File: src/rtl/ll_pkg.sv
// Shared types and widths for the linked-list request arbiter slice.
package ll_pkg;

    localparam int unsigned PTR_WD     = 4;
    localparam int unsigned WR_DATA_WD = 8;

    typedef enum logic [1:0] {
        PUSH_HEAD,
        PUSH_TAIL,
        POP_HEAD_REQ,
        POP_TAIL_REQ
    } t_req_types;

    typedef enum logic [1:0] {
        IDLE,
        ISSUE,
        DELIVER
    } t_arb_state;

    // Index width that stays at least one bit for degenerate counts.
    function automatic int unsigned idx_wd(input int unsigned n);
        return (n > 1) ? $clog2(n) : 1;
    endfunction

endpackage

File: src/rtl/ll_req_arbiter_if.sv
// Client-side and linked-list-side handshake bundle of the request arbiter.
interface ll_req_arbiter_if #(
    parameter int unsigned N_REQ = 4
);
    import ll_pkg::*;

    logic [N_REQ-1:0]      rq_vld;
    t_req_types            rq_type [N_REQ];
    logic [PTR_WD-1:0]     rq_pos  [N_REQ];
    logic [WR_DATA_WD-1:0] rq_data [N_REQ];
    logic [N_REQ-1:0]      rq_gnt;
    logic [N_REQ-1:0]      rsp_vld;
    logic                  rsp_type;
    logic                  rsp_data;
    logic                  rsp_data_vld;
    logic                  rsp_err;
    logic [N_REQ-1:0]      rsp_taken;

    logic                  ll_req_vld;
    t_req_types            ll_req_type;
    logic [PTR_WD-1:0]     ll_req_pos;
    logic [WR_DATA_WD-1:0] ll_req_data;
    logic                  ll_resp_taken;
    logic                  ll_resp_vld;
    logic                  ll_resp_type;
    logic                  ll_resp_data;
    logic                  ll_resp_data_vld;
    logic                  ll_intf_ready;

    modport slave (
        input  rq_vld, rq_type, rq_pos, rq_data, rsp_taken,
               ll_resp_vld, ll_resp_type, ll_resp_data, ll_resp_data_vld, ll_intf_ready,
        output rq_gnt, rsp_vld, rsp_type, rsp_data, rsp_data_vld, rsp_err,
               ll_req_vld, ll_req_type, ll_req_pos, ll_req_data, ll_resp_taken
    );

    modport master (
        output rq_vld, rq_type, rq_pos, rq_data, rsp_taken,
               ll_resp_vld, ll_resp_type, ll_resp_data, ll_resp_data_vld, ll_intf_ready,
        input  rq_gnt, rsp_vld, rsp_type, rsp_data, rsp_data_vld, rsp_err,
               ll_req_vld, ll_req_type, ll_req_pos, ll_req_data, ll_resp_taken
    );

endinterface

File: src/rtl/ll_rr_pick.sv
// Combinational round-robin picker: first set request at or above ptr, wrapping.
module ll_rr_pick #(
    parameter int unsigned N_REQ  = 4,
    parameter int unsigned IDX_WD = 2
) (
    input  logic [N_REQ-1:0]  req,
    input  logic [IDX_WD-1:0] ptr,
    output logic [N_REQ-1:0]  gnt,
    output logic [IDX_WD-1:0] idx
);

    logic              found;
    logic [N_REQ-1:0]  rot;
    int unsigned       sel;

    always_comb begin
        gnt   = '0;
        idx   = '0;
        found = 1'b0;
        rot   = '0;
        sel   = 0;
        for (int unsigned off = 0; off < N_REQ; off++) begin
            sel = (32'(ptr) + off) % N_REQ;
            rot = req >> sel;
            if (!found && rot[0]) begin
                found = 1'b1;
                gnt   = N_REQ'(1) << sel;
                idx   = IDX_WD'(sel);
            end
        end
    end

endmodule

File: src/rtl/ll_req_arbiter.sv
// Round-robin arbiter sharing one linked_list_top port; one transaction in flight.
module ll_req_arbiter
    import ll_pkg::*;
#(
    parameter int unsigned N_REQ       = 4,
    parameter int unsigned TIMEOUT_CYC = 64
) (
    input  logic            clk,
    input  logic            reset_n,   // active-high despite the name
    ll_req_arbiter_if.slave bus,
    output logic            busy,
    output logic            err_timeout
);

    localparam int unsigned IDX_WD = idx_wd(N_REQ);
    localparam int unsigned CNT_WD = idx_wd(TIMEOUT_CYC);

    t_arb_state            state_q, state_d;
    logic [IDX_WD-1:0]     owner_q, owner_d, rr_q, rr_d;
    logic [CNT_WD-1:0]     cnt_q, cnt_d;
    logic [N_REQ-1:0]      gnt_q, gnt_d, rsp_vld_q, rsp_vld_d;
    logic                  req_vld_q, req_vld_d, taken_q, taken_d;
    t_req_types            req_type_q, req_type_d;
    logic [PTR_WD-1:0]     req_pos_q, req_pos_d;
    logic [WR_DATA_WD-1:0] req_data_q, req_data_d;
    logic                  rsp_type_q, rsp_type_d, rsp_data_q, rsp_data_d;
    logic                  rsp_dv_q, rsp_dv_d, rsp_err_q, rsp_err_d;
    logic                  err_q, err_d;

    logic [N_REQ-1:0]      pick_gnt;
    logic [IDX_WD-1:0]     pick_idx;
    logic                  tmo_hit, owner_taken;

    ll_rr_pick #(.N_REQ(N_REQ), .IDX_WD(IDX_WD)) u_pick (
        .req (bus.rq_vld),
        .ptr (rr_q),
        .gnt (pick_gnt),
        .idx (pick_idx)
    );

    assign tmo_hit     = (TIMEOUT_CYC != 0) && (cnt_q == CNT_WD'(TIMEOUT_CYC - 1));
    assign owner_taken = |(bus.rsp_taken & (N_REQ'(1) << owner_q));

    always_comb begin
        state_d    = state_q;
        owner_d    = owner_q;
        rr_d       = rr_q;
        cnt_d      = cnt_q;
        gnt_d      = '0;
        taken_d    = 1'b0;
        req_vld_d  = req_vld_q;
        req_type_d = req_type_q;
        req_pos_d  = req_pos_q;
        req_data_d = req_data_q;
        rsp_vld_d  = rsp_vld_q;
        rsp_type_d = rsp_type_q;
        rsp_data_d = rsp_data_q;
        rsp_dv_d   = rsp_dv_q;
        rsp_err_d  = rsp_err_q;
        err_d      = err_q;
        unique case (state_q)
            IDLE: begin
                if (bus.ll_intf_ready && |bus.rq_vld) begin
                    owner_d    = pick_idx;
                    gnt_d      = pick_gnt;
                    req_vld_d  = 1'b1;
                    req_type_d = bus.rq_type[pick_idx];
                    req_pos_d  = bus.rq_pos[pick_idx];
                    req_data_d = bus.rq_data[pick_idx];
                    cnt_d      = '0;
                    state_d    = ISSUE;
                end
            end
            ISSUE: begin
                // A real response takes priority over a timeout hitting in the same cycle.
                if (bus.ll_resp_vld) begin
                    req_vld_d  = 1'b0;
                    taken_d    = 1'b1;
                    rsp_vld_d  = N_REQ'(1) << owner_q;
                    rsp_type_d = bus.ll_resp_type;
                    rsp_data_d = bus.ll_resp_data;
                    rsp_dv_d   = bus.ll_resp_data_vld;
                    rsp_err_d  = 1'b0;
                    state_d    = DELIVER;
                end else if (tmo_hit) begin
                    req_vld_d  = 1'b0;
                    err_d      = 1'b1;
                    rsp_vld_d  = N_REQ'(1) << owner_q;
                    rsp_type_d = 1'b0;
                    rsp_data_d = 1'b0;
                    rsp_dv_d   = 1'b0;
                    rsp_err_d  = 1'b1;
                    state_d    = DELIVER;
                end else begin
                    cnt_d = cnt_q + 1'b1;
                end
            end
            DELIVER: begin
                if (owner_taken) begin
                    rsp_vld_d = '0;
                    rsp_err_d = 1'b0;
                    rr_d      = (32'(owner_q) == N_REQ - 1) ? '0 : owner_q + 1'b1;
                    state_d   = IDLE;
                end
            end
            default: state_d = IDLE;
        endcase
    end

    always_ff @(posedge clk) begin
        if (reset_n) begin
            state_q    <= IDLE;
            owner_q    <= '0;
            rr_q       <= '0;
            cnt_q      <= '0;
            gnt_q      <= '0;
            taken_q    <= 1'b0;
            req_vld_q  <= 1'b0;
            req_type_q <= PUSH_HEAD;
            req_pos_q  <= '0;
            req_data_q <= '0;
            rsp_vld_q  <= '0;
            rsp_type_q <= 1'b0;
            rsp_data_q <= 1'b0;
            rsp_dv_q   <= 1'b0;
            rsp_err_q  <= 1'b0;
            err_q      <= 1'b0;
        end else begin
            state_q    <= state_d;
            owner_q    <= owner_d;
            rr_q       <= rr_d;
            cnt_q      <= cnt_d;
            gnt_q      <= gnt_d;
            taken_q    <= taken_d;
            req_vld_q  <= req_vld_d;
            req_type_q <= req_type_d;
            req_pos_q  <= req_pos_d;
            req_data_q <= req_data_d;
            rsp_vld_q  <= rsp_vld_d;
            rsp_type_q <= rsp_type_d;
            rsp_data_q <= rsp_data_d;
            rsp_dv_q   <= rsp_dv_d;
            rsp_err_q  <= rsp_err_d;
            err_q      <= err_d;
        end
    end

    assign bus.rq_gnt        = gnt_q;
    assign bus.rsp_vld       = rsp_vld_q;
    assign bus.rsp_type      = rsp_type_q;
    assign bus.rsp_data      = rsp_data_q;
    assign bus.rsp_data_vld  = rsp_dv_q;
    assign bus.rsp_err       = rsp_err_q;
    assign bus.ll_req_vld    = req_vld_q;
    assign bus.ll_req_type   = req_type_q;
    assign bus.ll_req_pos    = req_pos_q;
    assign bus.ll_req_data   = req_data_q;
    assign bus.ll_resp_taken = taken_q;
    assign busy              = (state_q != IDLE);
    assign err_timeout       = err_q;

endmodule

File: src/flat_wrapper.sv
// flat-port wrapper written by rule: the top's interface ports become plain ports
module ll_req_arbiter_flat import ll_pkg::*;
#(
    parameter int unsigned N_REQ       = 4,
    parameter int unsigned TIMEOUT_CYC = 64
)
  (clk, reset_n, busy, err_timeout, bus_rq_vld, bus_rq_type, bus_rq_pos, bus_rq_data, bus_rsp_taken, bus_ll_resp_vld, bus_ll_resp_type, bus_ll_resp_data, bus_ll_resp_data_vld, bus_ll_intf_ready, bus_rq_gnt, bus_rsp_vld, bus_rsp_type, bus_rsp_data, bus_rsp_data_vld, bus_rsp_err, bus_ll_req_vld, bus_ll_req_type, bus_ll_req_pos, bus_ll_req_data, bus_ll_resp_taken);
  ll_req_arbiter_if #(.N_REQ(N_REQ)) bus_i ();
  input  logic clk;
  input  logic reset_n;
  output logic busy;
  output logic err_timeout;
  input wire logic [$bits(bus_i.rq_vld)-1:0] bus_rq_vld;
  input wire logic [$bits(bus_i.rq_type)-1:0] bus_rq_type;
  input wire logic [$bits(bus_i.rq_pos)-1:0] bus_rq_pos;
  input wire logic [$bits(bus_i.rq_data)-1:0] bus_rq_data;
  input wire logic [$bits(bus_i.rsp_taken)-1:0] bus_rsp_taken;
  input wire logic [$bits(bus_i.ll_resp_vld)-1:0] bus_ll_resp_vld;
  input wire logic [$bits(bus_i.ll_resp_type)-1:0] bus_ll_resp_type;
  input wire logic [$bits(bus_i.ll_resp_data)-1:0] bus_ll_resp_data;
  input wire logic [$bits(bus_i.ll_resp_data_vld)-1:0] bus_ll_resp_data_vld;
  input wire logic [$bits(bus_i.ll_intf_ready)-1:0] bus_ll_intf_ready;
  output wire logic [$bits(bus_i.rq_gnt)-1:0] bus_rq_gnt;
  output wire logic [$bits(bus_i.rsp_vld)-1:0] bus_rsp_vld;
  output wire logic [$bits(bus_i.rsp_type)-1:0] bus_rsp_type;
  output wire logic [$bits(bus_i.rsp_data)-1:0] bus_rsp_data;
  output wire logic [$bits(bus_i.rsp_data_vld)-1:0] bus_rsp_data_vld;
  output wire logic [$bits(bus_i.rsp_err)-1:0] bus_rsp_err;
  output wire logic [$bits(bus_i.ll_req_vld)-1:0] bus_ll_req_vld;
  output wire logic [$bits(bus_i.ll_req_type)-1:0] bus_ll_req_type;
  output wire logic [$bits(bus_i.ll_req_pos)-1:0] bus_ll_req_pos;
  output wire logic [$bits(bus_i.ll_req_data)-1:0] bus_ll_req_data;
  output wire logic [$bits(bus_i.ll_resp_taken)-1:0] bus_ll_resp_taken;
  assign bus_i.rq_vld = bus_rq_vld;
  assign bus_i.rq_type = {>>{bus_rq_type}};
  assign bus_i.rq_pos = {>>{bus_rq_pos}};
  assign bus_i.rq_data = {>>{bus_rq_data}};
  assign bus_i.rsp_taken = bus_rsp_taken;
  assign bus_i.ll_resp_vld = bus_ll_resp_vld;
  assign bus_i.ll_resp_type = bus_ll_resp_type;
  assign bus_i.ll_resp_data = bus_ll_resp_data;
  assign bus_i.ll_resp_data_vld = bus_ll_resp_data_vld;
  assign bus_i.ll_intf_ready = bus_ll_intf_ready;
  assign bus_rq_gnt = bus_i.rq_gnt;
  assign bus_rsp_vld = bus_i.rsp_vld;
  assign bus_rsp_type = bus_i.rsp_type;
  assign bus_rsp_data = bus_i.rsp_data;
  assign bus_rsp_data_vld = bus_i.rsp_data_vld;
  assign bus_rsp_err = bus_i.rsp_err;
  assign bus_ll_req_vld = bus_i.ll_req_vld;
  assign bus_ll_req_type = bus_i.ll_req_type;
  assign bus_ll_req_pos = bus_i.ll_req_pos;
  assign bus_ll_req_data = bus_i.ll_req_data;
  assign bus_ll_resp_taken = bus_i.ll_resp_taken;
  ll_req_arbiter #(.N_REQ(N_REQ), .TIMEOUT_CYC(TIMEOUT_CYC)) u_core (.clk(clk), .reset_n(reset_n), .bus(bus_i), .busy(busy), .err_timeout(err_timeout));
endmodule
File: config.mk
export PLATFORM = sky130hd
export DESIGN_NAME = ll_req_arbiter_flat
export DESIGN_NICKNAME = d
export VERILOG_FILES = /design/src/rtl/ll_pkg.sv /design/src/rtl/ll_req_arbiter_if.sv /design/src/rtl/ll_rr_pick.sv /design/src/rtl/ll_req_arbiter.sv /design/src/flat_wrapper.sv
export SDC_FILE = /design/constraint.sdc
export NUM_CORES = 1
export LEC_CHECK = 0
export CAP_MARGIN = 0
export CORE_MARGIN = 2
export CORE_UTILIZATION = 44
export DETAILED_ROUTE_END_ITERATION = 10
export GPL_ROUTABILITY_DRIVEN = 0
export GPL_TIMING_DRIVEN = 0
export PLACE_DENSITY = 0.81
export SETUP_SLACK_MARGIN = 0.2
export SLEW_MARGIN = 20
export SYNTH_ARGS = -nofsm -noshare
export SYNTH_HDL_FRONTEND = slang
export SYNTH_HIERARCHICAL = 1
export SYNTH_SLANG_ARGS = --single-unit
File: constraint.sdc
create_clock -name clk -period 3.4 [get_ports clk]
set_input_delay 0.68 -clock clk [delete_from_list [all_inputs] [get_ports clk]]
set_output_delay 0.68 -clock clk [all_outputs]
set_load 0.01 [all_outputs]
==> results of run 1 <==
==> final timing paths <==
kind | slack, ps | from | end
worst min-delay path | 460 | u_core/bus.ll_req_pos[0] | u_core/bus.ll_req_pos[0]
worst max-delay path | 330 | bus_rq_vld[1] | u_core/bus.ll_req_data[0]
worst max register to register | 370 | u_core/rr_q[0] | u_core/bus.ll_req_data[0]
worst min register to register | 460 | u_core/bus.ll_req_pos[0] | u_core/bus.ll_req_pos[0]
==> sequential cells by signal, summed over array words and instances, names as in the netlist, 2 cells and up <==
signal,count
u_core/bus.ll_req_data,8
u_core/state_q,2
u_core/bus.rsp_vld,4
u_core/bus.rq_gnt,4
u_core/bus.ll_req_type,2
u_core/rr_q,2
u_core/bus.ll_req_pos,4
u_core/cnt_q,6
u_core/owner_q,2
==> layer usage <==
metal  global-route usage  vias up  share of wire
met5                    0        -              0
met4               0.0610        0          0.012
met3               0.0416        8          0.063
met2                0.385       97           0.51
met1                0.280     1210           0.42
li1                     -     1236              -
==> cell usage after synthesis, types with 3 or more instances <==
cell	instances	area, sq um
nand2_1	46	173
nand3_1	4	20.0
mux4_2	14	315
inv_1	8	30.0
ha_1	9	113
mux2i_1	3	30.0
and3_1	10	62.6
nor3_1	5	25.0
buf_2	4	20.0
nor2_1	17	63.8
buf_4	3	22.5
nor3b_1	5	37.5
nand2b_1	5	31.3
a22o_1	5	43.8
a21oi_1	29	145
o2bb2ai_1	4	35.0
clkbuf_1	7	26.3
a2111oi_1	4	40.0
a31oi_1	4	25.0
nor2b_1	3	18.8
o21ai_0	8	40.0
dfxtp_1	41	821
mux2_2	3	33.8
o22ai_1	4	25.0
==> power by group through the flow <==
stage	clock [mW]	sequential, mW	combinational [mW]
3_5_place_dp	0	0.533	0.343
4_1_cts	0.481	0.522	0.348
2_1_floorplan	0	0.540	0.170
5_1_grt	0.502	0.525	0.379
3_3_place_gp	0	0.531	0.337
6_report	0.477	0.521	0.351
==> logic make-up (layout without fill, tap and decap cells) <==
kind of cell,Yosys count,in the layout,synth area share
simple gates,105,105,0.204
mux,24,24,0.177
fa+ha+maj,9,9,0.0441
flops,41,41,0.321
buf+inv,24,132,0.0475
compound gates,75,75,0.206
==> worst reg2reg max path: cells and delay by family, from the launching register on <==
kind | cells | cell delay [ps]
buffers and inverters | 4 | 610
multiplexers | 1 | 520
AO/OA/AOI/OAI | 3 | 410
AND/OR/NAND/NOR | 2 | 580
adder cells (fa/ha/maj) | 1 | 390
flip-flops | 1 | 400
==> repair_timing <==
item	CTS	global route
pin swaps	0	1
buffers inserted	0	1
gates resized for setup	6	5
cloned	0	0
hold endpoints to repair	0	0
setup endpoints to repair	9	9
==> layout make-up <==
type | count | area share
timing repair buffer | 100 | 0.261
clock inverter | 3 | 0.0180
sequential | 41 | 0.216
buffer | 16 | 0.0268
tap | 72 | 0.0236
inverter | 8 | 0.00785
multi-input combinational | 213 | 0.429
clock buffer | 5 | 0.0180
==> stage by stage <==
| stage | hold slack (ps) | util | instances | power [mW] | setup TNS, ps |
|---|---|---|---|---|---|
| after detailed placement | 448 | 0.652 | 449 | 0.876 | -1570 |
| after CTS | 459 | 0.681 | 457 | 1.35 | 0 |
| after global placement | 443 | 0.652 | 449 | 0.868 | -759 |
| final | 455 | 0.686 | 458 | 1.35 | 0 |
| after global routing | 479 | 0.686 | 458 | 1.41 | 0 |
| after floorplan | 469 | - | 278 | 0.710 | 0 |
==> results.ini, run 1 <==
[detailed_routing]
detail_route.iter0.violations=121
routedWlPerCell_um=15.2
routed_wirelength_um=6940
viasPerCell=5.57
via_count=2551
drc=0
dr.pass1.iters=4
ant_nets=0

[finish]
nets=465
area_growth_pct=49.7
antennaDiodeCount=0
multi_input_area_sq_um=1640
final_cell_mix=99 x clkdlybuf4s50_1, 46 x nand2_1, 40 x dfxtp_1
post-route-cell-area_sq_um=3820
layout-drive-gt1-share=0.132
fillers=454
final_common_cell=clkdlybuf4s50_1
regArea_sq_um=825

[timing]
setup_ws_ps=331
setup-violations-final=0
finalHoldViolCount=0
worst_slew_pin_slew_ps=633
period_needed_ps=3070
rsz0062_at_grt=no
fin_skew_ps=9.01
fmax_mhz=326
finalCritPeriodShare=0.903
slew_headroom=0.574
maxSlewViolCount=0

[synth]
yosysSeqAreaShare=0.321
synthCells=278
syn_area_per_cell_sq_um=9.19
synthArstFlopShare=0
synth-seq-cells=41
synth_nets=358
yosys_warnings=6
synth-edff-count=0
yosysUniqueCellTypes=49
synth_ff_type=dfxtp_1
synthesis.area_sq_um=2550

[die]
die_w_um=80.2
start_util=0.458
core_area_sq_um=5570
ios=101
die-area_sq_um=6430
rows=27
die_y_um=80.2

[grt]
grt_util_all_layers=0.222
antenna_found_initial=0
grt_pass1_wl_um=11300
grt_overflow=0
grt_pass1_vias=2445
grt_start_max_net_pins=15

[clocking]
htreeDepth=2
holdBufCountCts=0
cts.path.max_buffers=2
clkLatencyLatePin_ps=300
tritoncts=built
path_clk_slew_ps=80
root_buffer=clkbuf_8
cts-buffers-inserted=5
numClockSinks=41

[critical_path]
r2r_cells=11
crit_cells=10
crit_type=input port to register
cp_max_fo=10
start_kind=input port
critPathArrivalTime_ps=3240
cp.buffers_inverters=3
path_cells=clkdlybuf4s50_1, mux2_2, mux2i_4, a31oi_1, a2bb2oi_2, buf_4, buf_8, mux4_2, nand2_1, a21oi_1
critical_path.top_delay_family=multiplexers
max_stage_delay_ps=570
critical-path-slowest-cell=clkdlybuf4s50_1
critical_path.endpoint_type=register
crit_required_ps=3570

[power_and_ir_drop]
p_sw_frac=0.255
ir_worst_vdd_mv=0.170
seq_power_share=0.386
p_clk_frac=0.354
p_int_mw=1.01
combinationalPowerShare=0.260
switching_power_mw=0.344
p_leak_nw=1.40
powerDensity_nw_per_um2=353

[outcome]
status=finished clean

[place]
dpl.hpwl_um=5330
dp_slack_ps=-187
placed_cell_area_sq_um=3640
io_buffers=99

[worst_hold_path]
hold_class=register to register
min_path_cells=2

[flow_run]
max-cap-violations=0

No activity file was read; power rests on OpenSTA's default activity.
==> run 2, diff against run 1 <==
CORE_UTILIZATION = 40   (was 44)
GPL_TIMING_DRIVEN = default   (was 0)
PLACE_DENSITY = 0.78   (was 0.81)
clock period = 2.7 ns   (was 3.4 ns; I/O delays follow)
==> results.ini, run 2 (synthesized netlist as in run 1, its figures left out) <==
[critical_path]
timing.rr.start=u_core/rr_q[0]
r2r_slack_ps=260  ; -110 ps
cp.buffers_inverters=2  ; -1
max_stage_delay_ps=480  ; -90 ps
crit_required_ps=2880  ; -690 ps
critical-path-slowest-cell=mux4_2
path_cells=inv_4, ha_4, or3b_4, o21ai_4, a2bb2oi_4, bufbuf_16, mux4_2, nand2_1, a21oi_1
r2r-end=u_core/bus.ll_req_pos[2]
cp_max_fo=7  ; -3
r2r_cells=9  ; -2
start_kind=register
critical_path.top_delay_family=multiplexers
critPathArrivalTime_ps=2630  ; -610 ps
crit_type=register to register
crit_cells=9  ; -1
critical_path.endpoint_type=register

[timing]
finalCritPeriodShare=0.905
setup_ws_ps=255  ; -76.3 ps
maxSlewViolCount=0  ; unchanged
worst_slew_pin_slew_ps=542  ; -90.8 ps
finalHoldViolCount=0  ; unchanged
fmax_mhz=409
rsz0062_at_grt=yes
fin_skew_ps=10.4  ; +1.43 ps
period_needed_ps=2440
holdWs_ps=456  ; +1.12 ps
slew_headroom=0.639  ; +0.0652
setup-violations-final=0  ; unchanged

[worst_hold_path]
hold_class=register to register
hp-start=u_core/bus.ll_req_pos[3]
min_path_cells=2  ; unchanged
hold_path_end=u_core/bus.ll_req_pos[3]

[detailed_routing]
routed_wirelength_um=6850  ; -1.4%
via_count=2606  ; +2.2%
detail_route.iter0.violations=110  ; -9.1%
ant_nets=0  ; unchanged
drc=0  ; unchanged
viasPerCell=5.45  ; -2.1%
routedWlPerCell_um=14.3  ; -5.5%
dr.pass1.iters=4  ; unchanged

[die]
core_area_sq_um=6280  ; +13%
die-area_sq_um=7040  ; +9.5%
die_y_um=83.9  ; +4.6%
die_w_um=83.9  ; +4.6%
start_util=0.407  ; -0.0513
rows=29  ; +7.4%
ios=101  ; unchanged

[clocking]
clkLatencyLatePin_ps=300  ; about the same
tritoncts=built
path_clk_slew_ps=90  ; about the same
htreeDepth=2  ; unchanged
numClockSinks=41  ; unchanged
cts.path.max_buffers=2  ; unchanged
root_buffer=clkbuf_8
cts-buffers-inserted=5  ; unchanged

[finish]
layout-drive-gt1-share=0.187  ; +0.0549
nets=480  ; +3.2%
largest_register_ff_count=8  ; unchanged
area_growth_pct=56.6
final_cell_mix=96 x clkdlybuf4s50_1, 46 x nand2_1, 40 x dfxtp_1
post-route-cell-area_sq_um=4000  ; +4.6%
antennaDiodeCount=0  ; unchanged
fillers=536  ; +18%
final_cells=478  ; +4.4%
final_common_cell=clkdlybuf4s50_1

[power_and_ir_drop]
total_power_mw=1.54  ; +14%
powerDensity_nw_per_um2=385  ; +9.3%
p_int_mw=1.11  ; +11%
seq_power_share=0.428  ; +0.042
p_leak_nw=1.51  ; +8.0%
switching_power_mw=0.429  ; +25%
combinationalPowerShare=0.311  ; +0.051
ir_worst_vdd_mv=0.233  ; +37%
p_clk_frac=0.261  ; -0.093
p_sw_frac=0.278  ; +0.0234

[place]
placed_cell_area_sq_um=3810  ; +4.8%
io_buffers=100  ; +1.0%
dp_slack_ps=-159  ; +28.0 ps
dp_cells=466  ; +3.8%
dpl.hpwl_um=5250  ; -1.5%

[grt]
antenna_found_initial=0  ; unchanged
grt_start_max_net_pins=26  ; +11
grt_overflow=0  ; unchanged
grt_pass1_wl_um=11600  ; +2.4%
grt_pass1_vias=2524  ; +3.2%
grt_util_all_layers=0.198  ; -0.0235

[flow_run]
max-cap-violations=0  ; unchanged

[outcome]
status=finished clean

[run 2: how the worst max path moves through the flow]
| stage | startpoint | endpoint | slack (ps) |
|---|---|---|---|
| after floorplan | u_core/rr_q[0] | u_core/bus.ll_req_data[6] | 80 |
| after global placement | bus_rq_vld[3] | u_core/bus.ll_req_pos[0] | -90 |
| after detailed placement | bus_rq_vld[3] | u_core/bus.ll_req_data[3] | -160 |
| after CTS | u_core/rr_q[0] | u_core/bus.ll_req_data[2] | 210 |
| after global routing | u_core/rr_q[0] | u_core/bus.ll_req_data[1] | 150 |
| final | u_core/rr_q[0] | u_core/bus.ll_req_pos[2] | 260 |
[run 2: cell type report]
type / count / area (sq um) / share of cell area
sequential: 41 / 825 / 0.206
tap: 77 / 96.3 / 0.0241
timing repair buffer: 131 / 1270 / 0.318
clock buffer: 5 / 68.8 / 0.0172
multi-input combinational: 213 / 1680 / 0.421
inverter: 8 / 32.5 / 0.00813
clock inverter: 3 / 20.0 / 0.00500
[run 2: worst min-delay path, stage by stage (launching register included)]
cell     delay [ps]
dfxtp_1         310
nand2_1          50
a21oi_1          50
[run 2: layer usage]
metal	GRT usage	wire length [um]	vias up
met4	0.0469	81	0
met2	0.366	3540	100
met3	0.0465	504	10
li1	-	-	1276
met1	0.230	2720	1220
met5	0	0	-
[run 2: repair_timing]
item | in CTS | in global routing
gates resized for setup | 9 | 5
pin swaps | 3 | 2
endpoints found under the setup margin | 13 | 14
hold buffers | 0 | 0
cloned | 1 | 0
setup buffers | 3 | 0
[run 2: power by group through the flow]
stage / clock [mW] / combinational (mW) / sequential (mW)
after floorplan: 0 / 0.221 / 0.680
after global placement: 0 / 0.448 / 0.672
after CTS: 0.415 / 0.476 / 0.660
final: 0.402 / 0.479 / 0.660
after detailed placement: 0 / 0.454 / 0.674
after global routing: 0.444 / 0.518 / 0.665
[run 2: stage by stage]
stage	utilization	setup TNS [ps]
after floorplan	-	0
final	0.637	0
after global routing	0.637	0
after CTS	0.633	0
after global placement	0.607	-1170
after detailed placement	0.607	-1920
